[src/rtl/mio_bus_arbiter.sv]
// Shares one synchronous memory/IO port between the CPU and the display DMA reader.
// CPU has priority; define ARB_STARVE_GUARD_EN to let a waiting DMA win after STARVE_MAX CPU grants.
module mio_bus_arbiter #(
    parameter int MEM_LAT    = 2,
    parameter int STARVE_MAX = 4
) (
    input  logic        clk,
    input  logic        reset,
    input  logic        cpu_req,
    input  logic        cpu_we,
    input  logic [31:0] cpu_addr,
    input  logic [31:0] cpu_wdata,
    output logic [31:0] cpu_rdata,
    output logic        cpu_ready,
    input  logic        dma_req,
    input  logic [31:0] dma_addr,
    output logic [31:0] dma_rdata,
    output logic        dma_ready,
    output logic        mem_en,
    output logic        mem_we,
    output logic [31:0] mem_addr,
    output logic [31:0] mem_wdata,
    input  logic [31:0] mem_rdata,
    output logic [1:0]  grant,
    output logic        busy
);

    localparam logic [1:0] S_IDLE  = 2'd0;
    localparam logic [1:0] S_ISSUE = 2'd1;
    localparam logic [1:0] S_WAIT  = 2'd2;
    localparam logic [1:0] S_RESP  = 2'd3;

    if (MEM_LAT < 1 || MEM_LAT > 15 || STARVE_MAX < 1 || STARVE_MAX > 15) begin : g_param_check
        $error("mio_bus_arbiter: MEM_LAT and STARVE_MAX must be in 1..15");
    end

    logic [1:0]  state;
    logic [3:0]  cnt;
    logic        lat_we;
    logic [31:0] lat_addr;
    logic [31:0] lat_wdata;
    logic        any_req;
    logic        dma_wins;

    assign any_req = cpu_req | dma_req;

`ifdef ARB_STARVE_GUARD_EN
    logic [3:0] starve_cnt;

    assign dma_wins = dma_req && (!cpu_req || starve_cnt == 4'(STARVE_MAX));

    // Counts CPU grants that were made while DMA was already waiting
    always_ff @(posedge clk or posedge reset) begin
        if (reset) begin
            starve_cnt <= 4'd0;
        end else if (state == S_IDLE && any_req) begin
            if (!dma_wins && dma_req)
                starve_cnt <= starve_cnt + 4'd1;
            else
                starve_cnt <= 4'd0;
        end
    end
`else
    assign dma_wins = dma_req && !cpu_req;
`endif

    always_ff @(posedge clk or posedge reset) begin
        if (reset) begin
            state     <= S_IDLE;
            cnt       <= 4'd0;
            lat_we    <= 1'b0;
            lat_addr  <= 32'd0;
            lat_wdata <= 32'd0;
            grant     <= 2'b00;
            cpu_rdata <= 32'd0;
            dma_rdata <= 32'd0;
        end else begin
            case (state)
                S_IDLE: begin
                    if (any_req) begin
                        if (dma_wins) begin
                            grant    <= 2'b10;
                            lat_we   <= 1'b0;
                            lat_addr <= dma_addr;
                        end else begin
                            grant     <= 2'b01;
                            lat_we    <= cpu_we;
                            lat_addr  <= cpu_addr;
                            lat_wdata <= cpu_wdata;
                        end
                        state <= S_ISSUE;
                    end
                end
                S_ISSUE: begin
                    cnt   <= 4'(MEM_LAT);
                    state <= S_WAIT;
                end
                S_WAIT: begin
                    if (cnt == 4'd1) begin
                        if (!lat_we) begin
                            if (grant[1])
                                dma_rdata <= mem_rdata;
                            else
                                cpu_rdata <= mem_rdata;
                        end
                        state <= S_RESP;
                    end else begin
                        cnt <= cnt - 4'd1;
                    end
                end
                default: begin
                    grant <= 2'b00;
                    state <= S_IDLE;
                end
            endcase
        end
    end

    // Every output below decodes registered state only
    assign mem_en    = (state == S_ISSUE);
    assign mem_we    = (state == S_ISSUE) && lat_we;
    assign mem_addr  = lat_addr;
    assign mem_wdata = lat_wdata;
    assign cpu_ready = (state == S_RESP) && grant[0];
    assign dma_ready = (state == S_RESP) && grant[1];
    assign busy      = (state != S_IDLE);

endmodule

[config.mk]
export PLATFORM = sky130hd
export DESIGN_NAME = mio_bus_arbiter
export DESIGN_NICKNAME = d
export VERILOG_FILES = /design/src/rtl/mio_bus_arbiter.sv
export SDC_FILE = /design/constraint.sdc
export NUM_CORES = 1
export LEC_CHECK = 0
export ABC_AREA = 1
export BUFFER_PORTS_ARGS = -buffer_cell sky130_fd_sc_hd__buf_2
export CORE_MARGIN = 3
export CORE_UTILIZATION = 47
export DETAILED_ROUTE_END_ITERATION = 10
export PLACE_DENSITY = 0.85
export SETUP_SLACK_MARGIN = 0.3
export SYNTH_ARGS = -nofsm -noshare
export SYNTH_HDL_FRONTEND = slang
export SYNTH_SLANG_ARGS = --single-unit
export TNS_END_PERCENT = 5
[constraint.sdc]
create_clock -name clk -period 4.4 [get_ports clk]
set_clock_uncertainty 0.05 [all_clocks]
set_input_delay 0 -clock clk [delete_from_list [all_inputs] [get_ports clk]]
set_output_delay 0 -clock clk [all_outputs]
set_load 0.01 [all_outputs]
# After elaboration in Yosys (flattened, before gate mapping)
# Cells that the tools add are included.
classes:
  n_addsub: 1
  n_eq_ne: 7
  n_mux: 10
  bitwise_logic: 5
  n_reduce_logical: 16
op_table:
  columns: ["op", "n"]
  rows:
  - ["$mux 32", 1]
  - ["$mux 2", 4]
  - ["$pmux 4 s2", 1]
  - ["$reduce_and 2->1", 4]
  - ["$reduce_and 4->1", 2]
  - ["$ne 2x2->1 const B", 3]
  - ["$pmux 2 s3", 1]
  - ["$eq 2x2->1 const B", 2]
  - ["$eq 4x1->1 const B", 1]
  - ["$logic_and 1x1->1", 4]
  - ["$mux 4", 1]
  - ["$not 1->1", 4]
  - ["$pmux 2 s2", 1]
  - ["$reduce_bool 2->1", 2]
  - ["$sub 4x1->4 const B", 1]
  - ["$reduce_and 3->1", 1]
  - ["$eq 2x1->1 const B", 1]
  - ["$logic_not 2->1", 1]
  - ["$reduce_or 2->1", 1]
  - ["$logic_not 1->1", 1]
  - ["$mux 1", 1]
  - ["$or 1x1->1", 1]
totals:
  ff_bits: 137
  inputBits: 133
  out_inout_bits: 135
  elab_cells: 47

# Depth between registers and ports, before layout
# Gate-level depths: netlist of run 1.
logic_depth:
  word_depth: 5
  mapped_depth: 9
  depth_no_buf: 7

# Worst setup path after synthesis of run 1
# No wires, ideal clock.
synth_timing:
  kind: "register to register"
  startpoint: "register state[0]"
  endpoint: "register lat_addr[0] (netlist: mem_addr[0])"
  setup_time_ns: 0.117
  arrival_time_ns: 1.332
  t_required_ns: 4.233
  path_slack_ns: 2.901
  path_stages_with_launch: 10
  n_path_buf: 2
  synth_period_minus_slack_ns: 1.499
  cell_sequence: "dfrtp_1 inv_1 ha_1 buf_2 inv_2 a21oi_4 inv_2 buf_2 nand2_1 nand2_1"
synth_via:
  elab_chain_len: 2
synth_rtl:
  columns: ["element", "line_no", "rtl"]
  rows:
  - ["start: declaration", "37", "logic [1:0] state;"]
  - ["start signal: assignment", "69", "state <= S_IDLE;"]
  - ["start signal: assignment", "91", "state <= S_ISSUE;"]
  - ["start signal: assignment", "96", "state <= S_WAIT;"]
  - ["$logic_not 2->1", "78", "case (state)"]
  - ["$reduce_and 2->1 (no source line)", null, null]
  - ["end signal: assignment", "84", "lat_addr <= dma_addr;"]
  - ["end signal: assignment", "88", "lat_addr <= cpu_addr;"]
  - ["end: declaration", "40", "logic [31:0] lat_addr;"]
# No other way between the ends.
# A chain may end at the register's enable or synchronous reset.

# Final worst setup path of run 1
layout_timing:
  startpoint: "register state[0]"
  endpoint: "register lat_addr[12] (netlist: mem_addr[12])"
# The elaborated chain is that of the path after synthesis.

==> metrics.md, run 1 <==
| Metric | Value |
|---|---|
| Status | finished, final reports clean |
| Antenna Cells | 0 |
| Slowest cell on crit path | a21oi_4 |
| Slowest stage delay, CP | between 0.6 and 0.7 ns |
| Top cell type's share of synthesized area | a little under three fifths |
| Yosys reg bits | 137 |
| Tot Pwr | 0.00618 W |
| Crit Path Category | register to register |
| HP Class | primary input to register |
| Number of enable flip-flop cells after synthesis | 0 |
| Grt met2 use | a little over half |
| LEAKAGE | 5.09 nW |
| Worst path buffer plus inverter count | 4 |
| Internal power | 0.00371 W |
| Synth Area per Inst | 8.17 µm² |
| Final setup fails | 0 |
| Seq/Total Area, Yosys | between 50% and 60% |
| Num ports | ~270 |
| Final WL | 22.4 mm |
| Vias/cell | 5.34 |
| Post-CTS Setup Bufs | 0 |
| Max Slew Vio Count | 0 |
| CP required | 4.66 ns |
| Pin count of the biggest net entering global routing | 96 |
| Vias in the first global route | 6801 |
| TritonCTS clock tree | yes |
| DRC viols | 0 |
| Hold_buf cts | 130 |
| GP Congestion | just over 0.8 |
| Final setup margin | 1.57 ns |
| Sw Ratio | about two fifths |
| Initial Utilization | between 40% and 50% |
| CP Data Arrival Time | 3.08 ns |
| CTS Buf Count | 17 |
| Mapped Nets | slightly below 900 |
| RSZ-0062 raised after global routing | no |
| First-pass GRT wire length | 35.0 mm |
| YS warnings | 0 |
| H-tree depth | 4 |
| CTS root buf | clkbuf_16 |
| DP Worst Slack | 1.70 ns |
| Final core utilization | 75.9% |
| Worst-Skew Late Latency | 0.42 ns |
| Switch Pwr | 0.00247 W |
| Crit. End Element | register |
| Max Fclk | 353 MHz |
| Die Width | between 100 and 150 µm |
| Startpoint Class | register |
| Unique masters post-synth | 21 |
| Worst-Margin Slew | ~1.2 ns |
| DRT iter0 DRCs | 825 |
| R2R Setup Slk | 1.57 ns |
| Hold Vio Cnt, Final | 0 |
| Crit path max fanout | 37 |
| R2R cell count | 8 |
| DR WL/cell | 17.3 µm |
| Final min period | 2.83 ns |
| Final #Nets | 1252 |
| GR Overflow Total | 0 |
| Sum Neg Setup Slack | 0 ns |
| Dpl hpwl | about 12 mm |
| Area of the multi-input gates | roughly 2300 µm² |
| Reg area | 3430 µm² |
| Die Height | about 120 µm |
| Most frequent cells after synthesis | 384 x nand2_1, 137 x dfrtp_1, 137 x nand3_1 |
| Met1 Resource Use GR | 36.9% |
| Top cells by area, synth | dfrtp_1 57%, nand2_1 24%, nand3_1 11% |
| TritonRoute pass-1 iters | 5 |
| Clock Pin Slew Worst Setup and Hold Paths | 0.06 ns |
| Min Hold Slack | 0.115 ns |
| Antenna violations before repair | 0 |
| Critical Path, Cell by Cell | inv_1, ha_1, buf_4, inv_2, a21oi_4, inv_2, nand2_1, nand2_1 |
| Pwr Density | 663 nW/µm² |
| Fill count | 741 |
| Area Growth Syn to Fin | 54.4% |
| CTS resizes | 0 |
| Relative slew margins | 22.3% |
| Grt peak-use layer | met2 |
| Period utilisation layout | 64.3% |
| Cell with the most instances after synthesis | nand2_1 |
| Reg power frac | 36.2% |
| Row count | 40 |
| Post-synth top area cell | dfrtp_1 |
| Total of max-cap violations | 0 |
| Clock sink count | 137 |
| Core area | 12300 µm² |
| Buffers on Ports | 267 |
| Synth Flop Type | dfrtp_1 |
| Met3 usage | 7.03% |
| Comb pwr share | 38.9% |
| Async SR Flop Fraction | 100% |
| Post-route ant nets | 0 |
| Clock tree buffer depth | 2 |
| Synthesized area | 6030 µm² |
| Worst vdd ir | between 300 and 400 µV |
| Ratio of cells with drive above 1 in the final layout | 28.0% |
| GRT Overall Usage | a little under a third |
| DR vias | just under 7000 |
| CP top delay family | buffers and inverters |
| Clock network power share | 24.9% |
| Hold-critical path depth | 3 |
| Crit. path cell count | 8 |
| DIE AREA | 14200 µm² |
| Cells after synthesis | 738 |
==> layout by cell type, fill, tap and decap left out, drive strengths merged <==
cell type / n
nand3: 137
dlygate4sd3: 130
a21oi: 2
clkinvlp: 3
buf: 272
nand3b: 1
clkinv: 3
nand2: 385
bufinv: 4
o21ai: 2
clkbuf: 19
inv: 19
dfrtp: 137
nor2: 4
nor3: 1
xor2: 1
ha: 6
==> metrics by stage <==
stage | std cells | area, µm²
detailed placement | 1132 | 7380
finish | 1294 | 9310
floorplan | 738 | 6030
global route | 1294 | 9310
CTS | 1294 | 9310
global placement | 1132 | 7380
==> state kept, by name, indices dropped and copies added (netlist names) <==
register / flops
mem_wdata: 32
mem_addr: 32
grant: 2
cpu_rdata: 32
dma_rdata: 32
lat_we: 1
state: 2
cnt: 4
==> power by group through the flow <==
stage	registers, W	clock network, W	logic (W)
2_1_floorplan	0.00244	0	0.00102
3_3_place_gp	0.00219	0	0.00212
3_5_place_dp	0.00220	0	0.00220
4_1_cts	0.00219	0.00153	0.00231
5_1_grt	0.00229	0.00161	0.00262
6_report	0.00224	0.00154	0.00240
==> cell families after synthesis <==
group	synth area share (%)
XOR/XNOR	0.145
adder cells (fa/ha/maj)	1.24
AND/OR/NAND/NOR	36.1
AO/OA/AOI/OAI	0.518
buffers and inverters	5.17
flip-flops	56.8
==> layout make-up <==
class	count	share of cell area [%]
multi-input combinational	539	24.7
sequential	137	36.8
tap	168	2.26
clock inverter	13	2.06
timing repair buffer	402	28.7
clock buffer	19	4.76
inverter	16	0.726
==> tightest hold or removal path: cells and delay by family <==
| kind | cells | cell delay, ns |
|---|---|---|
| buf+inv | 1 | 0.32 |
| simple gates | 2 | 0.23 |
==> worst paths after layout <==
check | from | to
min in group asynchronous | reset | mem_wdata[24]
hold reg to reg | dma_rdata[29] | dma_rdata[29]
setup reg to reg | state[0] | mem_addr[12]
setup / recovery | state[0] | mem_addr[12]
hold / removal | cpu_req | mem_wdata[22]
max in group asynchronous | reset | mem_addr[21]
==> layer usage <==
metal  wire length (µm)  share of wire [%]
met1               8090                 36
met3               2210                9.9
met2              11100                 50
met5                  0                  0
met4                969                4.3
No activity file was read; power rests on OpenSTA's default activity.
==> inputs of run 2 (changes only) <==
- CORE_UTILIZATION: 47 -> 43
- PLACE_DENSITY: 0.85 -> 0.82
- clock period: 4.4 -> 2.6 ns (I/O delays scaled with it)
==> metrics.md, run 2 (synthesis gave the netlist of run 1 again) <==
| Metric | Value |
|---|---|
| RSZ-0062 raised after global routing | no |
| Crit. End Element | register |
| GRT Overall Usage | 27.6% (-3.4 points) |
| Fill count | 918 (+24%) |
| DIE AREA | 15500 µm² (+8.8%) |
| Crit Path Category | register to register |
| Critical Path, Cell by Cell | inv_1, ha_1, nand2_1, nand2_1, nand2_1 |
| Die Width | 124 µm (+4.3%) |
| Final min period | 1.89 ns (-0.943 ns) |
| Ratio of cells with drive above 1 in the final layout | 28.6% (+0.60 points) |
| Slowest cell on crit path | nand2_1 |
| CP required | 2.90 ns (-1.76 ns) |
| Pin count of the biggest net entering global routing | 65 (-32%) |
| TritonCTS clock tree | yes |
| Worst-Margin Slew | 1.00 ns (-0.159 ns) |
| Clock Pin Slew Worst Setup and Hold Paths | 0.06 ns (about the same) |
| CTS root buf | clkbuf_16 |
| GP Congestion | 0.862 (+5.0%) |
| CTS Buf Count | 17 (unchanged) |
| HP Class | primary input to register |
| Area Growth Syn to Fin | 55.4% |
| DP Worst Slack | 0.768 ns (-0.937 ns) |
| First-pass GRT wire length | 34.5 mm (-1.4%) |
| DRT iter0 DRCs | 740 (-10%) |
| Status | finished, final reports clean |
| Relative slew margins | 33.0% (+11 points) |
| Max Fclk | 530 MHz (+50%) |
| Crit path top cell by count | nand2_1 |
| Final setup fails | 0 (unchanged) |
| DRC viols | 0 (unchanged) |
| Period utilisation layout | 72.5% (+8.2 points) |
| Total of max-cap violations | 0 (unchanged) |
| Core area | 13500 µm² (+10%) |
| Initial Utilization | 44.7% (-4.5 points) |
| Hold Vio Cnt, Final | 0 (unchanged) |
| Slowest stage delay, CP | 0.74 ns (+0.05 ns) |
| Startpoint Class | register |
| Post-route ant nets | 0 (unchanged) |
| Num ports | 268 (unchanged) |
| Buffers on Ports | 267 (unchanged) |
| Clock sink count | 137 (unchanged) |
| Worst-Skew Late Latency | 0.41 ns (about the same) |
| Sum Neg Setup Slack | 0 ns (unchanged) |
| Final WL | 21.8 mm (-2.9%) |
| Row count | 42 (+5.0%) |
| GR Overflow Total | 0 (unchanged) |
| TritonRoute pass-1 iters | 5 (unchanged) |
| Clock tree buffer depth | 2 (unchanged) |
| Final setup margin | 0.714 ns (-0.857 ns) |
| Crit path max fanout | 33 (-11%) |
| Vias in the first global route | 6792 (-0.13%) |
| Vias/cell | 5.21 (-2.5%) |
| Final core utilization | 69.4% (-6.5 points) |
| Die Height | 124 µm (+4.3%) |
| Commonest non-fill, non-tap cell in the layout | nand2_1 |
| Dpl hpwl | 12.4 mm (+4.5%) |
| CP Data Arrival Time | 2.19 ns (-0.89 ns) |
| DR vias | 6825 (-1.3%) |
| Pwr Density | 1100 nW/µm² (+66%) |
| CP top delay family | simple AND/OR/NAND/NOR gates |
| DR WL/cell | 16.6 µm (-4.1%) |
| Max Slew Vio Count | 0 (unchanged) |
| Worst vdd ir | 542 µV (+47%) |
| Antenna Cells | 0 (unchanged) |
| H-tree depth | 4 (unchanged) |
| Antenna violations before repair | 0 (unchanged) |
| Commonest cells after routing, fill and taps aside | 384 x nand2_1, 267 x buf_2, 137 x nand3_1, 137 x dfrtp_1, 130 x dlygate4sd3_1 |
| LEAKAGE | 5.12 nW (+0.53%) |
| Final #Nets | 1260 (+0.64%) |
| Worst path buffer plus inverter count | 1 (-3) |
==> run 2: cell types whose count changed in the layout (fill, tap and decap cells not counted), sizes merged <==
cell	previous run	this run
clkinv	3	2
buf	272	280
clkbuf	19	17
clkinvlp	3	5
bufinv	4	3
inv	19	21
==> run 2: report_power, final <==
group	switching (W)	leakage [nW]	internal (W)
sequential	0.000638	1.57	0.00313
combinational	0.00253	3.26	0.00153
clock	0.000976	0.289	0.00153
==> run 2: final timing paths <==
| check | start | to | slack (ns) | cells past startpoint |
|---|---|---|---|---|
| worst max-delay path | state[0] | mem_wdata[17] | 0.71 | 5 |
| worst min-delay path | cpu_req | mem_wdata[26] | 0.11 | 4 |
| worst max register to register | state[0] | mem_wdata[17] | 0.71 | 5 |
| worst min register to register | dma_rdata[10] | dma_rdata[10] | 0.42 | 2 |
| max in group asynchronous | reset | cpu_rdata[12] | 1.45 | 4 |
| min in group asynchronous | reset | cpu_rdata[31] | 0.12 | 3 |
==> run 2: timing repair <==
item | 4_1_cts | 5_1_grt
endpoints found under the hold margin | 212 | 0
buffers inserted | 0 | 0
gates resized for setup | 0 | 0
hold buffers | 130 | 0
==> run 2: area by class of cell <==
cell class / count / area, µm² / area share [%]
clock buffers: 17 / 425 / 4.54
repair buffers: 410 / 2750 / 29.3
clock inverters: 15 / 189 / 2.02
inverters: 16 / 66.3 / 0.707
flip-flops and latches: 137 / 3430 / 36.6
multi-input cells: 539 / 2300 / 24.5
well taps: 176 / 220 / 2.35
==> run 2: tightest hold or removal path: stages <==
cell and delay (ns):
buf_2 0.12, buf_4 0.24, nand3_1 0.12, nand2_1 0.05
==> run 2: metrics by stage <==
step / cells / cell area (µm²) / hold WS, ns / power (W)
finish: 1310 / 9370 / 0.109 / 0.0103
global route: 1310 / 9370 / 0.114 / 0.0109
CTS: 1310 / 9370 / 0.0823 / 0.0102
detailed placement: 1148 / 7460 / 0.0105 / 0.00751
global placement: 1148 / 7460 / 0.00490 / 0.00737
floorplan: 738 / 6040 / 0.0827 / 0.00586
==> run 2: per-layer routing <==
metal | global-route usage (%) | part of all wire (%) | vias to the layer above
met5 | 0 | 0 | -
met4 | 15.6 | 5.4 | 0
met3 | 7.85 | 10 | 99
met2 | 46.1 | 48 | 485
met1 | 32.0 | 36 | 3145
li1 | - | - | 3096
==> inputs of run 3 (changes only) <==
- CORE_UTILIZATION: 43 -> 47
- PLACE_DENSITY: 0.82 -> 0.85
- clock period: 2.6 -> 1.98 ns (I/O delays scaled with it)
==> metrics.md, run 3 (synthesis gave the netlist of run 1 again) <==
| Metric | Value |
|---|---|
| Status | finished, final reports clean |
| Startpoint Class | register |
| GR Overflow Total | 0 (unchanged) |
| LEAKAGE | 5.30 nW (+3.7%) |
| Ratio of cells with drive above 1 in the final layout | 31.2% (+2.6 points) |
| R2R Setup Slk | 0.30 ns (-0.41 ns) |
| HP Class | primary input to asynchronous set/reset pin |
| DR WL/cell | 19.2 µm (+16%) |
| Dpl hpwl | 12.4 mm (-0.47%) |
| CTS Buf Count | 17 (unchanged) |
| Critical Path, Cell by Cell | inv_1, ha_4, nand2_1, buf_12, nand2_1, nand2_1 |
| CP top delay family | simple AND/OR/NAND/NOR gates |
| Switch Pwr | 0.00581 W (+40%) |
| Pwr Density | 1470 nW/µm² (+34%) |
| Area Growth Syn to Fin | 63.2% |
| Core area | 12300 µm² (-9.2%) |
| Worst path buffer plus inverter count | 2 (+1) |
| CP required | 2.22 ns (-0.68 ns) |
| Buffers on Ports | 267 (unchanged) |
| Final #Nets | 1276 (+1.3%) |
| Pin count of the biggest net entering global routing | 91 (+40%) |
| R2R cell count | 6 (+1) |
| Crit path max fanout | 25 (-24%) |
| Die Height | 119 µm (-4.1%) |
| Commonest non-fill, non-tap cell in the layout | nand2_1 |
| Total of max-cap violations | 0 (unchanged) |
| CP Data Arrival Time | 1.92 ns (-0.27 ns) |
| Max Slew Vio Count | 0 (unchanged) |
| Final core utilization | 80.3% (+11 points) |
| Comb pwr share | 42.1% (+2.8 points) |
| Crit Path Category | register to register |
| Sw Ratio | 40.1% (about the same) |
| DRC viols | 0 (unchanged) |
| Worst-Skew Late Latency | 0.42 ns (about the same) |
| TritonRoute pass-1 iters | 5 (unchanged) |
| Clock network power share | 23.2% (-1.0 points) |
| Slowest cell on crit path | dfrtp_1 |
| GP Congestion | 0.869 (+0.86%) |
| Max Fclk | 596 MHz (+12%) |
| Hold Vio Cnt, Final | 0 (unchanged) |
| Sum Neg Setup Slack | 0 ns (unchanged) |
| Final min period | 1.68 ns (-0.209 ns) |
| CTS root buf | clkbuf_16 |
| Commonest cells after routing, fill and taps aside | 367 x nand2_1, 266 x buf_2, 137 x nand3_1, 137 x dfrtp_1, 132 x dlygate4sd3_1 |
| Crit path top cell by count | nand2_1 |
| Worst-Margin Slew | 0.498 ns (-0.505 ns) |
| DR vias | 7332 (+7.4%) |
| H-tree depth | 4 (unchanged) |
| Die Width | 119 µm (-4.1%) |
| DIE AREA | 14200 µm² (-8.1%) |
| GRT Overall Usage | 33.1% (+5.5 points) |
| Clock tree buffer depth | 2 (unchanged) |
| Worst vdd ir | 778 µV (+43%) |
| Final WL | 25.4 mm (+17%) |
| Reg power frac | 34.7% (-1.7 points) |
| Final setup fails | 0 (unchanged) |
| Vias/cell | 5.55 (+6.5%) |
| Initial Utilization | 49.2% (+4.5 points) |
| TritonCTS clock tree | yes |
| Internal power | 0.00869 W (+40%) |
| First-pass GRT wire length | 36.8 mm (+6.8%) |
| Slowest stage delay, CP | 0.44 ns (-0.30 ns) |
| Period utilisation layout | 84.7% (+12 points) |
| Num ports | 268 (unchanged) |
| Post-route ant nets | 0 (unchanged) |
| Clock Pin Slew Worst Setup and Hold Paths | 0.06 ns (about the same) |
| RSZ-0062 raised after global routing | yes |
| Clock sink count | 137 (unchanged) |
| Crit. End Element | register |
| Row count | 40 (-4.8%) |
| Vias in the first global route | 6952 (+2.4%) |
| Tot Pwr | 0.0145 W (+40%) |
| Crit. path cell count | 6 (+1) |
| Relative slew margins | 66.8% (+34 points) |
| Antenna violations before repair | 3 (+3) |
| DRT iter0 DRCs | 1038 (+40%) |
## run 3: changes by cell type in the layout (fill, tap and decap cells not counted), moves of 2 or more
cell and change:
clkbuf_16 +5, inv_6 -4, diode_2 +3, buf_4 -2
ha_1 -3, dlygate4sd3_1 +2, nand2_1 -17, ha_4 +2
nand2_4 +5, nand2_2 +11, buf_12 +7, clkbuf_8 +5
buf_8 +3
## run 3: power groups by stage
stage	combinational [W]	sequential, W	clock, W
after floorplan	0.00227	0.00543	0
after global placement	0.00485	0.00486	0
after detailed placement	0.00500	0.00489	0
after CTS	0.00527	0.00487	0.00337
after global routing	0.00655	0.00515	0.00352
final	0.00610	0.00503	0.00337
## run 3: area by class of cell
type,instances,area [µm²]
multi-input cells,539,2410
inverters,16,76.3
flip-flops and latches,137,3430
well taps,168,210
clock inverters,10,139
diodes,3,7.51
fillers,642,2420
repair buffers,426,3080
clock buffers,22,494
## run 3: stage by stage
| stage | std cells | cell area [µm²] | hold WS [ns] | worst slack (ns) |
|---|---|---|---|---|
| after CTS | 1305 | 9450 | 0.0682 | 0.287 |
| after global routing | 1321 | 9840 | 0.102 | 0.242 |
| final | 1321 | 9840 | 0.0651 | 0.303 |
| after floorplan | 738 | 6040 | 0.0827 | 0.223 |
| after global placement | 1141 | 7480 | -0.0360 | 0.269 |
| after detailed placement | 1141 | 7480 | -0.0366 | 0.157 |
## run 3: routing by layer
metal | track usage [%] | vias to the layer above | wire, µm
met5 | 0 | - | 0
met2 | 55.7 | 673 | 12700
met4 | 19.6 | 0 | 1540
met1 | 37.5 | 3403 | 8400
li1 | - | 3129 | -
met3 | 9.31 | 127 | 2750
## run 3: path summary, 6_finish.rpt
| kind | start | to |
|---|---|---|
| worst min register to register | mem_addr[9] | mem_addr[9] |
| worst min-delay path | reset | cpu_rdata[28] |
| worst max-delay path | state[1] | mem_wdata[1] |
| worst max register to register | state[1] | mem_wdata[1] |
| max in group asynchronous | reset | lat_we |
| min in group clk | cpu_req | mem_wdata[7] |
## run 3: timing repair
| item | CTS | global route |
|---|---|---|
| gates resized for setup | 3 | 52 |
| hold buffers | 132 | 0 |
| setup buffers | 0 | 7 |
| endpoints found under the setup margin | 66 | 126 |
| hold endpoints to repair | 267 | 0 |
| gates cloned | 0 | 6 |
| pin swaps | 0 | 5 |
## run 3: worst reg2reg max path, stage by stage (launching register included)
cell and delay, ns:
dfrtp_1 0.44, inv_1 0.14, ha_4 0.20, nand2_1 0.27, buf_12 0.28, nand2_1 0.07
nand2_1 0.10
